## src/rtl/seq_serializer_pkg.sv

```systemverilog
// Shared definitions for the 1001 serializer / detector slice: FSM encoding,
// default idle line level and a clog2 helper usable from benches as well.
package seq_serializer_pkg;

  typedef enum logic {
    ST_IDLE  = 1'b0,
    ST_SHIFT = 1'b1
  } serState_t;

  localparam logic IDLE_BIT_DFLT = 1'b0;

  function automatic int clog2(input int value);
    int r;
    r = 0;
    while ((1 << r) < value) r = r + 1;
    return r;
  endfunction

endpackage

```

## src/rtl/seq_ser_fifo.sv

```systemverilog
// Word buffer for the serializer: synchronous FIFO, combinational head read.
// Latency 1 cycle write-to-visible; full is registered-occupancy only, so a pop never admits a same-cycle push.
module seq_ser_fifo
  import seq_serializer_pkg::*;
#(
  parameter int DATA_W = 8,
  parameter int DEPTH  = 4,
  localparam int AW    = clog2(DEPTH),
  localparam int CW    = AW + 1
) (
  input  logic              clk,
  input  logic              rst,
  input  logic              clr,
  input  logic              push,
  input  logic [DATA_W-1:0] pushData,
  input  logic              pop,
  output logic [DATA_W-1:0] popData,
  output logic              full,
  output logic              empty,
  output logic [CW-1:0]     count
);

  logic [DATA_W-1:0] mem [DEPTH];
  logic [AW-1:0]     wrPtr;
  logic [AW-1:0]     rdPtr;
  logic              doPush;
  logic              doPop;

  // A flush wins over both ports so nothing written alongside it survives.
  assign doPush  = push && !full && !clr;
  assign doPop   = pop && !empty && !clr;
  assign full    = (count == CW'(DEPTH));
  assign empty   = (count == '0);
  assign popData = mem[rdPtr];

  always_ff @(posedge clk) begin
    if (doPush) mem[wrPtr] <= pushData;
  end

  always_ff @(posedge clk or negedge rst) begin
    if (!rst) begin
      wrPtr <= '0;
      rdPtr <= '0;
      count <= '0;
    end else if (clr) begin
      wrPtr <= '0;
      rdPtr <= '0;
      count <= '0;
    end else begin
      if (doPush) wrPtr <= wrPtr + AW'(1);
      if (doPop)  rdPtr <= rdPtr + AW'(1);
      case ({doPush, doPop})
        2'b10:   count <= count + CW'(1);
        2'b01:   count <= count - CW'(1);
        default: count <= count;
      endcase
    end
  end

endmodule

```

## src/rtl/seq_serializer.sv

```systemverilog
// Parallel-to-serial feeder for the 1001 detector: FIFO-buffered words shifted out back-to-back.
// First bit 2 cycles after acceptance; wrReady drops only when the FIFO is full.
module seq_serializer
  import seq_serializer_pkg::*;
#(
  parameter int   DATA_W     = 8,
  parameter int   FIFO_DEPTH = 4,
  parameter bit   MSB_FIRST  = 1'b1,
  parameter logic IDLE_BIT   = IDLE_BIT_DFLT
) (
  input  logic              clk,
  input  logic              rst,
  input  logic              clr,
  input  logic [DATA_W-1:0] wrData,
  input  logic              wrValid,
  output logic              wrReady,
  output logic              seqOut,
  output logic              bitValid,
  output logic              wordStart,
  output logic              busy
);

  localparam int BW = clog2(DATA_W);
  localparam int FW = clog2(FIFO_DEPTH) + 1;

  serState_t         state;
  logic [DATA_W-1:0] shReg;
  logic [BW-1:0]     bitCnt;
  logic [DATA_W-1:0] fifoData;
  logic [FW-1:0]     fifoCount;
  logic              fifoFull;
  logic              fifoEmpty;
  logic              fifoPop;
  logic              curBit;
  logic              lastBit;

  assign wrReady = !fifoFull;
  assign curBit  = MSB_FIRST ? shReg[DATA_W-1] : shReg[0];
  assign lastBit = (bitCnt == '0);
  // Reload happens either from idle or on the last bit, which keeps words gap-free.
  assign fifoPop = !fifoEmpty && ((state == ST_IDLE) || lastBit);

  seq_ser_fifo #(
    .DATA_W (DATA_W),
    .DEPTH  (FIFO_DEPTH)
  ) u_fifo (
    .clk      (clk),
    .rst      (rst),
    .clr      (clr),
    .push     (wrValid),
    .pushData (wrData),
    .pop      (fifoPop),
    .popData  (fifoData),
    .full     (fifoFull),
    .empty    (fifoEmpty),
    .count    (fifoCount)
  );

  always_ff @(posedge clk or negedge rst) begin
    if (!rst) begin
      state     <= ST_IDLE;
      shReg     <= '0;
      bitCnt    <= '0;
      seqOut    <= IDLE_BIT;
      bitValid  <= 1'b0;
      wordStart <= 1'b0;
      busy      <= 1'b0;
    end else if (clr) begin
      state     <= ST_IDLE;
      shReg     <= '0;
      bitCnt    <= '0;
      seqOut    <= IDLE_BIT;
      bitValid  <= 1'b0;
      wordStart <= 1'b0;
      busy      <= 1'b0;
    end else begin
      busy <= (fifoCount != '0) || (state == ST_SHIFT);
      case (state)
        ST_IDLE: begin
          seqOut    <= IDLE_BIT;
          bitValid  <= 1'b0;
          wordStart <= 1'b0;
          if (!fifoEmpty) begin
            shReg  <= fifoData;
            bitCnt <= BW'(DATA_W - 1);
            state  <= ST_SHIFT;
          end
        end
        ST_SHIFT: begin
          seqOut    <= curBit;
          bitValid  <= 1'b1;
          wordStart <= (bitCnt == BW'(DATA_W - 1));
          if (lastBit) begin
            if (!fifoEmpty) begin
              shReg  <= fifoData;
              bitCnt <= BW'(DATA_W - 1);
            end else begin
              state <= ST_IDLE;
            end
          end else begin
            shReg  <= MSB_FIRST ? {shReg[DATA_W-2:0], 1'b0} : {1'b0, shReg[DATA_W-1:1]};
            bitCnt <= bitCnt - BW'(1);
          end
        end
        default: state <= ST_IDLE;
      endcase
    end
  end

endmodule

```

## config.mk

```make
export PLATFORM = sky130hd
export DESIGN_NAME = seq_serializer
export DESIGN_NICKNAME = d
export VERILOG_FILES = /design/src/rtl/seq_serializer_pkg.sv /design/src/rtl/seq_ser_fifo.sv /design/src/rtl/seq_serializer.sv
export SDC_FILE = /design/constraint.sdc
export NUM_CORES = 1
export LEC_CHECK = 0
export CORE_ASPECT_RATIO = 1.1
export CORE_MARGIN = 3
export CORE_UTILIZATION = 25
export DETAILED_ROUTE_END_ITERATION = 16
export PLACE_DENSITY = 0.47
export SYNTH_ARGS = -nofsm -noshare
export SYNTH_HDL_FRONTEND = slang
export SYNTH_HIERARCHICAL = 1
export SYNTH_SLANG_ARGS = --single-unit
```

## constraint.sdc

```tcl
create_clock -name clk -period 5.25 [get_ports clk]
set_clock_uncertainty 0.2 [all_clocks]
set_input_delay 0.525 -clock clk [delete_from_list [all_inputs] [get_ports clk]]
set_output_delay 0.525 -clock clk [all_outputs]
set_load 0.01 [all_outputs]
```

# [Word-level counts from Yosys, hierarchy flattened]
# Memory sizes are Yosys's and may differ from the RTL's.
# Cells that the tools add are included.
[totals] reg_bits=23 ramBits=32 output_inout_bits=5 memories=1
[classes] n_addsub=5 n_eq_ne=4 muxes=27 bitwise_logic=1 reduce_logical=16
[mem_list] memory="u_fifo.mem" words=4 word_bits=8 read_ports=1 rd_ports_with_merged_regs=0 wr=1 line="seq_ser_fifo.sv:23" rtl="logic [DATA_W-1:0] mem [DEPTH];"
[op_table] operator="$mux W8" n=3
[op_table] operator="$pmux W8 S2" n=1
[op_table] operator="$mux W3" n=4
[op_table] operator="$pmux W3 S2" n=2
[op_table] operator="$mux W1" n=9
[op_table] operator="$mux W2" n=4
[op_table] operator="$pmux W1 S2" n=4
[op_table] operator="$eq A3 B3 Y1 const B" n=2
[op_table] operator="$logic_not A3 Y1" n=2
[op_table] operator="$reduce_bool A3 Y1" n=2
[op_table] operator="$sub A3 B1 Y3 const B" n=2
[op_table] operator="$logic_and A1 B1 Y1" n=5
[op_table] operator="$add A2 B1 Y2 const B" n=2
[op_table] operator="$reduce_bool A2 Y1" n=2
[op_table] operator="$add A3 B1 Y3 const B" n=1
[op_table] operator="$logic_not A1 Y1" n=3
[op_table] operator="$eq A2 B1 Y1 const B" n=1
[op_table] operator="$eq A2 B2 Y1 const B" n=1
[op_table] operator="$logic_or A1 B1 Y1" n=2
[op_table] operator="$not A1 Y1" n=1

# [Logic depth before layout (Yosys ltp)]
[logic_depth] word_depth=8 ltp_mapped=12 mapped_depth_nobuf=10

# [Modules after synthesis]
# The synthesis kept the hierarchy.
[modules_own_cells] mod="seq_ser_fifo" n_inst=1 cells_each=109 area_each_um2=1756.7
[modules_own_cells] mod="seq_serializer" n_inst=1 cells_each=69 area_each_um2=895.9

# [Worst setup path before layout]
# Ideal clock, no wire load.
[synth_path] path_type="reg2reg" from="register u_fifo.count[0]" to="register u_fifo.count[1]" t_arrival_ns=2.469 required_time_ns=4.949 slack_ns=2.480 stages_incl_launch_ff=11 path_cell_list="dfrtp_1 > buf_4 > nor3_1 > buf_6 > nor2_1 > buf_4 > o31ai_2 > nor3_1 > fa_1 > a31oi_1 > nor4_1"
[synth_via] elab_chain_cells=8
[synth_rtl] item="start: declaration" line="seq_ser_fifo.sv:20" rtl="output logic [CW-1:0] count"
[synth_rtl] item="start signal: assignment" line="seq_ser_fifo.sv:53" rtl="2'b10: count <= count + CW'(1);"
[synth_rtl] item="start signal: assignment" line="seq_ser_fifo.sv:54" rtl="2'b01: count <= count - CW'(1);"
[synth_rtl] item="start signal: assignment" line="seq_ser_fifo.sv:55" rtl="default: count <= count;"
[synth_rtl] item="$logic_not A3 Y1 *" line="seq_ser_fifo.sv:33" rtl="assign empty = (count == '0);"
[synth_rtl] item="via fifoEmpty" line="seq_serializer.sv:32" rtl="logic fifoEmpty;"
[synth_rtl] item="$logic_not A1 Y1 *" line="seq_serializer.sv:41" rtl="assign fifoPop = !fifoEmpty && ((state == ST_IDLE) || lastBit);"
[synth_rtl] item="$logic_and A1 B1 Y1 *" line="seq_serializer.sv:41"
[synth_rtl] item="via fifoPop" line="seq_serializer.sv:33" rtl="logic fifoPop;"
[synth_rtl] item="$logic_and A1 B1 Y1 * (2 in a row)" line="seq_ser_fifo.sv:31" rtl="assign doPop = pop && !empty && !clr;"
[synth_rtl] item="$eq A2 B1 Y1 / $eq A2 B2 Y1 (equally long branches)" line="seq_ser_fifo.sv:52" rtl="case ({doPush, doPop})"
[synth_rtl] item="$pmux W3 S2" line="seq_ser_fifo.sv:52"
[synth_rtl] item="$mux W3" line="seq_ser_fifo.sv:45" rtl="end else if (clr) begin"
# The timed path passes the listed nets; every way through them passes the cells marked *.
# A chain may end at the register's enable or synchronous reset.

# [Worst setup path after layout]
[layout_path] from="register bitCnt[0]" to="register u_fifo.count[1]"
[layout_via] elab_chain_cells=8
[layout_rtl] item="start: declaration" line="seq_serializer.sv:28" rtl="logic [BW-1:0] bitCnt;"
[layout_rtl] item="start signal: assignment" line="seq_serializer.sv:85" rtl="bitCnt <= BW'(DATA_W - 1);"
[layout_rtl] item="start signal: assignment" line="seq_serializer.sv:96" rtl="bitCnt <= BW'(DATA_W - 1);"
[layout_rtl] item="start signal: assignment" line="seq_serializer.sv:102" rtl="bitCnt <= bitCnt - BW'(1);"
[layout_rtl] item="$logic_not A3 Y1 *" line="seq_serializer.sv:39" rtl="assign lastBit = (bitCnt == '0);"
[layout_rtl] item="$logic_or A1 B1 Y1 *" line="seq_serializer.sv:41"
[layout_rtl] item="$logic_and A1 B1 Y1 *" line="seq_serializer.sv:41"
[layout_rtl] item="via fifoPop" line="seq_serializer.sv:33"
[layout_rtl] item="$logic_and A1 B1 Y1 * (2 in a row)" line="seq_ser_fifo.sv:31"
[layout_rtl] item="$eq A2 B1 Y1 / $eq A2 B2 Y1 (equally long branches)" line="seq_ser_fifo.sv:52"
[layout_rtl] item="$pmux W3 S2" line="seq_ser_fifo.sv:52"
[layout_rtl] item="$mux W3" line="seq_ser_fifo.sv:45"
# Marks and branches as above.

==> impl_metrics.csv <==
group,metric,value,unit
yosys,synth_common_cells,"edfxtp_1, dfrtp_1, nor2b_1",
yosys,syn-instance-count,178,
cts,root_buffer,"clkbuf_8",
critical_path,cp-end-kind,"flop",
cts,tritoncts,"done",
timing,whs,319,ps
yosys,synth.area.top_cells,"edfxtp_1, dfrtp_1, mux4_2",
floorplan,start_util,0.262,
final_layout,utilization,0.298,
cts,cts_resized,0,
cts,cts_sinks,55,
timing,slew_headroom,0.448,
global_routing,grt_start_max_net_pins,24,
global_routing,grt_pass1_wl,8050,µm
timing,maxSlewViolCount,0,
route,vias,1460,
floorplan,die_area,11900,µm²
placement,place.gp.congestion,0.699,
floorplan,rows,38,
timing,rsz0062_at_grt,"false",
yosys,synth_top_area_share,0.362,
timing,fmax,0.308,GHz
cts,clk_pin_slew,100,ps
critical_path,critPathMaxStageDelay,620,ps
critical_path,arrival,3240,ps
hold_path,holdCritPathClass,"reg -> reg",
route,antenna_left,0,
floorplan,coreArea,10100,µm²
floorplan,die_h,114,µm
final_layout,num_antenna_cells,0,
global_routing,track_usage,0.0869,
timing,final.min_clock_period,3250,ps
placement,io_buffers,16,
cts,h-tree-depth,2,
job,cap_violations,0,
final_layout,fillers,1018,
final_layout,layout-drive-gt1-share,0.212,
yosys,synth_most_common_cell,"edfxtp_1",
global_routing,grt_remaining_overflow,0,
route,vias_per_cell,4.38,
final_layout,layout.nets,212,
critical_path,worst_setup_path_start_kind,"flop",
critical_path,path_class,"reg -> reg",
route,drcViolationCount,0,
critical_path,cp_max_fo,13,
cts,holdBufCountCts,0,
cts,cts_made_buffers,5,
yosys,synth_edf_count,32,
global_routing,grt_pass1_vias,1506,
cts,clock_path_buffers,2,
route,wl_per_cell,14.3,µm
floorplan,io_pins,17,
power,powerDensity,421,nW/µm²
yosys,ys_seq_elements,55,
critical_path,crit_path_top_delay_cell,"nor2_1",
cts,insertion_delay,320,ps
power,max-vdd-ir-drop,122,µV
route,drt_first_iter_violations,89,
cts,post_cts_buffers,0,
yosys,synth_seq_area_share,0.579,
power,power.leakage,0.00109,µW
critical_path,r2r_setup_slack,2000,ps
timing,finalHoldViolCount,0,
critical_path,cp.required,5240,ps
yosys,synth_area,2650,µm²
timing,setup_tns,0,ps
yosys,avgSynthCellArea,14.9,µm²
route,first_pass_iters,4,
yosys,synth_nets,198,
placement,dpl.hpwl,3150,µm
timing,fin_crit_sh,0.619,
yosys,async_reset_ff_frac,0.418,
global_routing,antenna_found_initial,0,
yosys,synth_top_cell_by_area,"edfxtp_1",
route,drt-total-wl,4780,µm
yosys,ys_types,46,
status,status,"complete, no violations",
final_layout,area_growth,13.9,%
yosys,synth_top_flop_cell,"edfxtp_1",
critical_path,worstPathCellList,"inv_1 -> ha_1 -> nand2b_4 -> and2_4 -> nor2_1 -> o31ai_2 -> nor3_1 -> fa_1 -> a31oi_1 -> nor4_1",
timing,tightest_slew,826,ps
yosys,yosysWarningCount,6,
floorplan,die_x,104,µm
timing,setup_violations,0,
## report_power, final
group / internal (µW) / switching [µW] / total, µW
combinational: 204 / 213 / 417
sequential: 519 / 79.2 / 599
clock: 102 / 156 / 258
## area by class of cell
type	instances	area, µm²	area share
tap	140	175	0.0580
clock inverter	3	31.3	0.0104
sequential	55	1540	0.509
timing repair buffer	19	183	0.0605
inverter	7	26.3	0.00870
clock buffer	5	68.8	0.0228
multi-input combinational	104	1000	0.331
## per-stage QoR
stage	instance area (µm²)	total power, µW	std cells	setup WS [ps]
2_1_floorplan	2650	976	178	2480
3_3_place_gp	2920	1030	325	2080
3_5_place_dp	2920	1030	325	1980
4_1_cts	3020	1300	333	1980
5_1_grt	3020	1360	333	1700
6_report	3020	1270	333	2000
## cell families after synthesis
logic type,Yosys count,synth area share
flip-flops,55,0.579
AND/OR/NAND/NOR,47,0.119
AO/OA/AOI/OAI,30,0.108
buffers and inverters,19,0.0457
multiplexers,16,0.0981
adder cells (fa/ha/maj),8,0.0406
XOR/XNOR,3,0.00991
## sequential cells by signal, summed over array words and instances (netlist names)
register	cells
bitValid	1
seqOut	1
u_fifo/count	3
shReg	8
u_fifo/wrPtr	2
bitCnt	3
u_fifo/mem	32
wordStart	1
u_fifo/rdPtr	2
busy	1
state	1
## routing by layer
metal / share of wire / vias up / GRT usage / routed length, µm
li1: - / 698 / - / -
met1: 0.47 / 737 / 0.115 / 2260
met2: 0.48 / 18 / 0.137 / 2290
met3: 0.027 / 7 / 0.0198 / 127
met4: 0.021 / 0 / 0.0399 / 98
met5: 0 / - / 0 / 0
## placed cells by master (no fill, tap or decap), types with 2 or more instances in the layout
cell type	count
edfxtp_1	32
dfrtp_1	23
clkdlybuf4s50_1	16
nor2b_1	9
mux2i_1	8
a21oi_1	8
mux4_2	8
a221oi_2	7
ha_1	7
inv_1	6
nor2_1	6
and2_1	6
nand2b_1	5
clkbuf_8	5
nor3_1	4
buf_4	3
nand3b_1	3
and3_2	2
a211oi_1	2
nor4_1	2
inv_8	2
nor3b_2	2
or3_1	2
o22ai_1	2
o21ai_0	2
xor2_1	2
## critical path: cells and delay by family, from the launching register on
| family | cells | cell delay [ps] |
|---|---|---|
| and+or+nand+nor | 5 | 1340 |
| DFF | 1 | 440 |
| AOI/OAI and AO/OA | 2 | 330 |
| buffers and inverters | 1 | 100 |
| adders and majority gates | 2 | 710 |
## path summary, 6_finish.rpt
kind                       cells after the start  startpoint               to
max in group asynchronous                      2         rst        bitCnt[1]
hold / removal                                 1    shReg[7]           seqOut
hold reg to reg                                1    shReg[7]           seqOut
setup reg to reg                              10   bitCnt[0]  u_fifo/count[1]
setup / recovery                              10   bitCnt[0]  u_fifo/count[1]
min in group asynchronous                      2         rst         shReg[3]
No activity file was read; power rests on OpenSTA's default activity.
